[src/rtl/dsp48a1_pkg.sv]
// Shared widths, opmode bit positions and the pre-adder helper for the DSP48A1 slice model.
package dsp48a1_pkg;

  localparam int A_W         = 18;
  localparam int B_W         = 18;
  localparam int D_W         = 18;
  localparam int M_W         = 36;
  localparam int OPM_W       = 8;
  localparam int OPM_PRE_SUB = 6;
  localparam int OPM_PRE_SEL = 4;

  // Pre-adder: D +/- B, wrapping modulo 2^18 (carry/borrow dropped).
  function automatic logic [B_W-1:0] preadd(input logic [D_W-1:0] d,
                                            input logic [B_W-1:0] b,
                                            input logic           sub);
    logic [B_W-1:0] res;
    res = sub ? (d - b) : (d + b);
    return res;
  endfunction

endpackage

[src/rtl/dsp_pipe_reg.sv]
// Optional pipeline register: synchronous active-low clear, clock enable, bypass when absent.
module dsp_pipe_reg #(
  parameter int W       = 1,
  parameter bit PRESENT = 1'b1
) (
  input  logic         clk,
  input  logic         rst_n,
  input  logic         i_ce,
  input  logic [W-1:0] i_d,
  output logic [W-1:0] o_q
);

  if (PRESENT) begin : g_reg
    logic [W-1:0] r_q;

    // Clear has priority over load; hold when ce is low.
    always_ff @(posedge clk) begin
      // NOTE: reset is sampled on the clock edge (synchronous), and state uses <= so
      // every register in the slice sees pre-edge values.
      if (!rst_n)    r_q <= '0;
      else if (i_ce) r_q <= i_d;
    end

    assign o_q = r_q;
  end else begin : g_bypass
    // Bypassed stage follows its input even during reset; clock controls are unused here.
    logic w_unused_ok;
    assign w_unused_ok = &{1'b0, clk, rst_n, i_ce};
    assign o_q         = i_d;
  end

endmodule

[src/rtl/dsp_preadd_mult.sv]
// Pre-adder / multiplier stage of the DSP48A1 slice: (D +/- B) or B, times A, 36-bit signed product.
module dsp_preadd_mult
  import dsp48a1_pkg::*;
#(
  parameter int A1REG     = 1,
  parameter int B1REG     = 1,
  parameter int MREG      = 1,
  parameter int OPMODEREG = 1
) (
  input  logic             clk,
  input  logic             rst_n,
  input  logic             ce_a,
  input  logic             ce_b,
  input  logic             ce_m,
  input  logic             ce_opmode,
  input  logic [OPM_W-1:0] opmode,
  input  logic             in_valid,
  input  logic [D_W-1:0]   d_in,
  input  logic [B_W-1:0]   b_in,
  input  logic [A_W-1:0]   a_in,
  output logic [B_W-1:0]   bcout,
  output logic [M_W-1:0]   m_out,
  output logic             m_valid,
  output logic [OPM_W-1:0] opmode_out
);

  // A1 and B1 must match or the multiplier sees operands from different samples.
  if (A1REG != B1REG) begin : g_cfg_err
    $error("dsp_preadd_mult: A1REG (%0d) must equal B1REG (%0d)", A1REG, B1REG);
  end

  logic [OPM_W-1:0] w_opm;
  logic [B_W-1:0]   w_pre;
  logic [B_W-1:0]   w_b1_d;
  logic [A_W-1:0]   w_a1;
  logic [M_W-1:0]   w_prod;
  logic             w_v1;

  // Opmode register; its output also steers the pre-adder in this cycle.
  dsp_pipe_reg #(.W(OPM_W), .PRESENT(OPMODEREG != 0)) u_opm_reg (
    .clk(clk), .rst_n(rst_n), .i_ce(ce_opmode), .i_d(opmode), .o_q(w_opm)
  );

  assign opmode_out = w_opm;

  // Pre-adder and B1 source select.
  assign w_pre  = preadd(d_in, b_in, w_opm[OPM_PRE_SUB]);
  assign w_b1_d = w_opm[OPM_PRE_SEL] ? w_pre : b_in;

  dsp_pipe_reg #(.W(B_W), .PRESENT(B1REG != 0)) u_b1_reg (
    .clk(clk), .rst_n(rst_n), .i_ce(ce_b), .i_d(w_b1_d), .o_q(bcout)
  );

  dsp_pipe_reg #(.W(A_W), .PRESENT(A1REG != 0)) u_a1_reg (
    .clk(clk), .rst_n(rst_n), .i_ce(ce_a), .i_d(a_in), .o_q(w_a1)
  );

  // Exact 18x18 signed product; both operands are sign-extended to 36 bits.
  assign w_prod = $signed(w_a1) * $signed(bcout);

  dsp_pipe_reg #(.W(M_W), .PRESENT(MREG != 0)) u_m_reg (
    .clk(clk), .rst_n(rst_n), .i_ce(ce_m), .i_d(w_prod), .o_q(m_out)
  );

  // Valid tag follows the B1 and M stages with the same enables; it never gates data.
  dsp_pipe_reg #(.W(1), .PRESENT(B1REG != 0)) u_v1_reg (
    .clk(clk), .rst_n(rst_n), .i_ce(ce_b), .i_d(in_valid), .o_q(w_v1)
  );

  dsp_pipe_reg #(.W(1), .PRESENT(MREG != 0)) u_vm_reg (
    .clk(clk), .rst_n(rst_n), .i_ce(ce_m), .i_d(w_v1), .o_q(m_valid)
  );

endmodule

[config.mk]
export PLATFORM = sky130hd
export DESIGN_NAME = dsp_preadd_mult
export DESIGN_NICKNAME = d
export VERILOG_FILES = /design/src/rtl/dsp48a1_pkg.sv /design/src/rtl/dsp_pipe_reg.sv /design/src/rtl/dsp_preadd_mult.sv
export SDC_FILE = /design/constraint.sdc
export NUM_CORES = 1
export LEC_CHECK = 0
export ABC_AREA = 1
export BUFFER_PORTS_ARGS = -buffer_cell sky130_fd_sc_hd__buf_2
export CORE_ASPECT_RATIO = 1.1
export CORE_MARGIN = 10
export CORE_UTILIZATION = 40
export DETAILED_ROUTE_END_ITERATION = 6
export GPL_TIMING_DRIVEN = 0
export PLACE_DENSITY = 0.69
export SYNTH_ARGS = -nofsm -noshare
export SYNTH_HDL_FRONTEND = slang
export SYNTH_SLANG_ARGS = --single-unit
export TNS_END_PERCENT = 50
[constraint.sdc]
create_clock -name clk -period 5.43 [get_ports clk]
set_input_delay 0 -clock clk [delete_from_list [all_inputs] [get_ports clk]]
set_output_delay 0 -clock clk [all_outputs]
set_load 0.02 [all_outputs]
==> flow_metrics.env <==
export IMPL_p_seq_share_pct=11.7
export IMPL_cap_violations=0
export IMPL_fin_setup_tns_ns=-1.93
export IMPL_netlist_instances=2436
export IMPL_syn_cell_area_mm2=0.0176
export IMPL_place_congestion=0.967
export IMPL_seq_area_mm2=0.00175
export IMPL_clockBufferDepth=2
export IMPL_post_synth_num_cell_types=36
export IMPL_fin_crit_ns=5.60
export IMPL_initial_core_util_pct=40.5
export IMPL_cp_start_kind="register"
export IMPL_cts_num_sinks=82
export IMPL_hold_viol=0
export IMPL_pwr_density_cell_mw_per_mm2=299
export IMPL_holdWs_ns=0.0185
export IMPL_fin_crit_sh_pct=103
export IMPL_area_delta_synth_final_pct=27.5
export IMPL_synth_edf_count=0
export IMPL_synth_warnings=0
export IMPL_skew_ns=0.0178
export IMPL_violations="negative setup slack"
export IMPL_clock_root_buffer="clkbuf_16"
export IMPL_fin_nets=3236
export IMPL_worstPathCellList="clkbuf_16, clkbuf_16, nand2_2, inv_2, fa_1, inv_1, fa_2, fa_1, inv_1, fa_1, fa_1, inv_1, fa_2, inv_2, ha_4, nand2_4, o21ai_2, nand2_1, a21oi_2, nor2_1, nand3_1, nand3_1, nand2_1, inv_1"
export IMPL_arrival_ns=5.88
export IMPL_pin_count=132
export IMPL_crit_family="adder cells"
export IMPL_reg2reg_depth=24
export IMPL_p_sw_share_pct=52.9
export IMPL_synth_top_cell_area_share_pct=37.6
export IMPL_cp_slowest_stage_delay_ns=0.58
export IMPL_die_width_um=220
export IMPL_power_frac_clock_pct=10.1
export IMPL_numCtsBuffers=9
export IMPL_drv_slew=0
export IMPL_drcViolationCount=0
export IMPL_grt_antenna_before_repair=1
export IMPL_antenna_cells=0
export IMPL_slew_headroom_pct=43.4
export IMPL_vias=16605
export IMPL_syn_mean_instance_area_um2=7.21
export IMPL_yosysTopAreaCell="fa_1"
export IMPL_power_leakage_uw=0.0127
export IMPL_yosys_register_bits=82
export IMPL_grtUsageTotal_pct=24.1
export IMPL_rsz0062_at_grt="true"
export IMPL_finalSetupViolCount=19
export IMPL_multi_input_area_mm2=0.0139
export IMPL_synth_area_top_cells="fa_1 (38%), inv_1 (15%), nand2_1 (12%), dfxtp_1 (9.4%), ha_1 (7.9%)"
export IMPL_crit_path_max_fanout=6
export IMPL_die_y_um=240
export IMPL_hpwlAfterDp_um=47700
export IMPL_worstSetupPathDepth=24
export IMPL_combinationalPowerShare_pct=78.2
export IMPL_p_int_uw=3150
export IMPL_final_common_cell="inv_1"
export IMPL_ant_nets=0
export IMPL_crit_path_end_kind="register"
export IMPL_insertion_delay_ns=0.40
export IMPL_max_vdd_ir_drop_mv=0.379
export IMPL_cp_slowest_cell="fa_2"
export IMPL_grt_pass1_vias=17582
export IMPL_outcome="complete, but fails checks"
export IMPL_rows=80
export IMPL_drt_wirelength_per_cell_um=19.0
export IMPL_async_flop_share_pct=0
export IMPL_grt_pass1_wl_um=97000
export IMPL_grt_start_max_net_pins=17
export IMPL_core_area_mm2=0.0433
export IMPL_path_class="reg2reg"
export IMPL_layout_setup_ws_ns=-0.169
export IMPL_power_switching_uw=3540
export IMPL_clk_pin_slew_worst_paths_ns=0.08
export IMPL_final_cell_mix="inv_1 (636), nand2_1 (497), fa_1 (305)"
export IMPL_wl_um=62600
export IMPL_synthFlopType="dfxtp_1"
export IMPL_fmax_ghz=0.179
export IMPL_cts_tree="built"
export IMPL_grt_overflow=0
export IMPL_synth_fp_nets=2946
export IMPL_tightest_slew_ns=0.850
export IMPL_cp_buffers_inverters=8
export IMPL_firstDrtPassIters=6
export IMPL_dieArea_mm2=0.0527
export IMPL_required_ns=5.72
export IMPL_synth_seq_area_share_pct=9.35
export IMPL_drt_iter0_markers=1523
export IMPL_cts_htree_levels=3
export IMPL_drive_above_1_share_pct=22.3
export IMPL_avgViaCountPerCell=5.02
export IMPL_port_buffer_count=128
export IMPL_hold_depth=5
export IMPL_hp_class="in2reg"
export IMPL_fillCellCount=4028
## cell families after synthesis
group	share of synthesized area, %
flip-flops	9.35
XOR/XNOR	2.15
AO/OA/AOI/OAI	5.77
adder cells (fa/ha/maj)	45.5
buffers and inverters	17.0
AND/OR/NAND/NOR	20.2
## registers in the layout, summed over array words and instances, names as in the netlist
register / cells
u_m_reg.o_q: 36
u_a1_reg.o_q: 18
u_b1_reg.o_q: 18
u_opm_reg.o_q: 8
u_v1_reg.o_q: 1
u_vm_reg.o_q: 1
## repair_timing
action                                 in CTS  in global routing
setup buffers                              85                 45
pin swaps                                 108                109
endpoints found under the hold margin      30                  0
setup endpoints to repair                  28                 23
resized for setup                         399                113
hold buffers                               36                  0
cloned                                      3                  3
## metal layers
layer | wire length (um) | GRT usage [%] | share of wire, % | vias to the layer above
li1 | - | - | - | 7587
met1 | 23500 | 28.5 | 37 | 8084
met2 | 30300 | 40.7 | 48 | 739
met3 | 5380 | 4.68 | 8.6 | 193
met4 | 3470 | 12.4 | 5.5 | 2
met5 | 12 | 0 | 0.019 | -
## worst paths after layout
check	slack, ns	startpoint	endpoint
worst min register to register	0.49	u_v1_reg.o_q	u_vm_reg.o_q
worst min-delay path	0.02	b_in[16]	u_b1_reg.o_q[16]
worst max-delay path	-0.17	u_b1_reg.o_q[3]	u_m_reg.o_q[33]
worst max register to register	-0.17	u_b1_reg.o_q[3]	u_m_reg.o_q[33]
## worst reg2reg max path, stage by stage (launching register included)
cell	delay [ns]
dfxtp_4	0.35
clkbuf_16	0.17
clkbuf_16	0.17
nand2_2	0.11
inv_2	0.05
fa_1	0.53
inv_1	0.05
fa_2	0.54
fa_1	0.41
inv_1	0.08
fa_1	0.45
fa_1	0.51
inv_1	0.06
fa_2	0.59
inv_2	0.06
ha_4	0.35
nand2_4	0.09
o21ai_2	0.24
nand2_1	0.11
a21oi_2	0.18
nor2_1	0.08
nand3_1	0.07
nand3_1	0.10
nand2_1	0.09
inv_1	0.04
## power by group through the flow
| stage | Combinational (uW) | Clock (uW) | Sequential [uW] |
|---|---|---|---|
| after floorplan | 2400 | 0 | 860 |
| after global placement | 3640 | 0 | 759 |
| after detailed placement | 3660 | 0 | 762 |
| after CTS | 4750 | 680 | 782 |
| after global routing | 5710 | 690 | 793 |
| final | 5230 | 676 | 785 |
## final cells by class
class	instances	area share [%]
Timing Repair Buffer	300	9.56
Multi-Input combinational cell	1563	62.1
Clock inverter	6	0.251
Clock buffer	10	1.07
Buffer	77	4.36
Inverter	693	11.7
Tap cell	574	3.21
Sequential cell	82	7.80
## stage by stage
step | cells | area, um2 | utilization (%) | power, uW | setup WS, ns
after floorplan | 2436 | 17600 | - | 3260 | 0.0112
after global placement | 3138 | 19000 | 43.8 | 4400 | -1.39
after detailed placement | 3138 | 19000 | 43.8 | 4420 | -1.41
after CTS | 3261 | 21700 | 50.2 | 6210 | -0.147
after global routing | 3305 | 22400 | 51.7 | 7190 | -0.348
final | 3305 | 22400 | 51.7 | 6690 | -0.169
## synth_stat cells, types with 8 or more instances
cell and number:
dfxtp_1 82, ha_1 111, a21oi_1 82, nor2_1 224, clkbuf_1 83, xnor2_1 8
nand4_1 11, buf_1 13, nand3_1 71, xor2_1 35, nand2_1 546, fa_1 330
inv_1 687, o21ai_0 92
No activity file was read; power rests on OpenSTA's default activity.
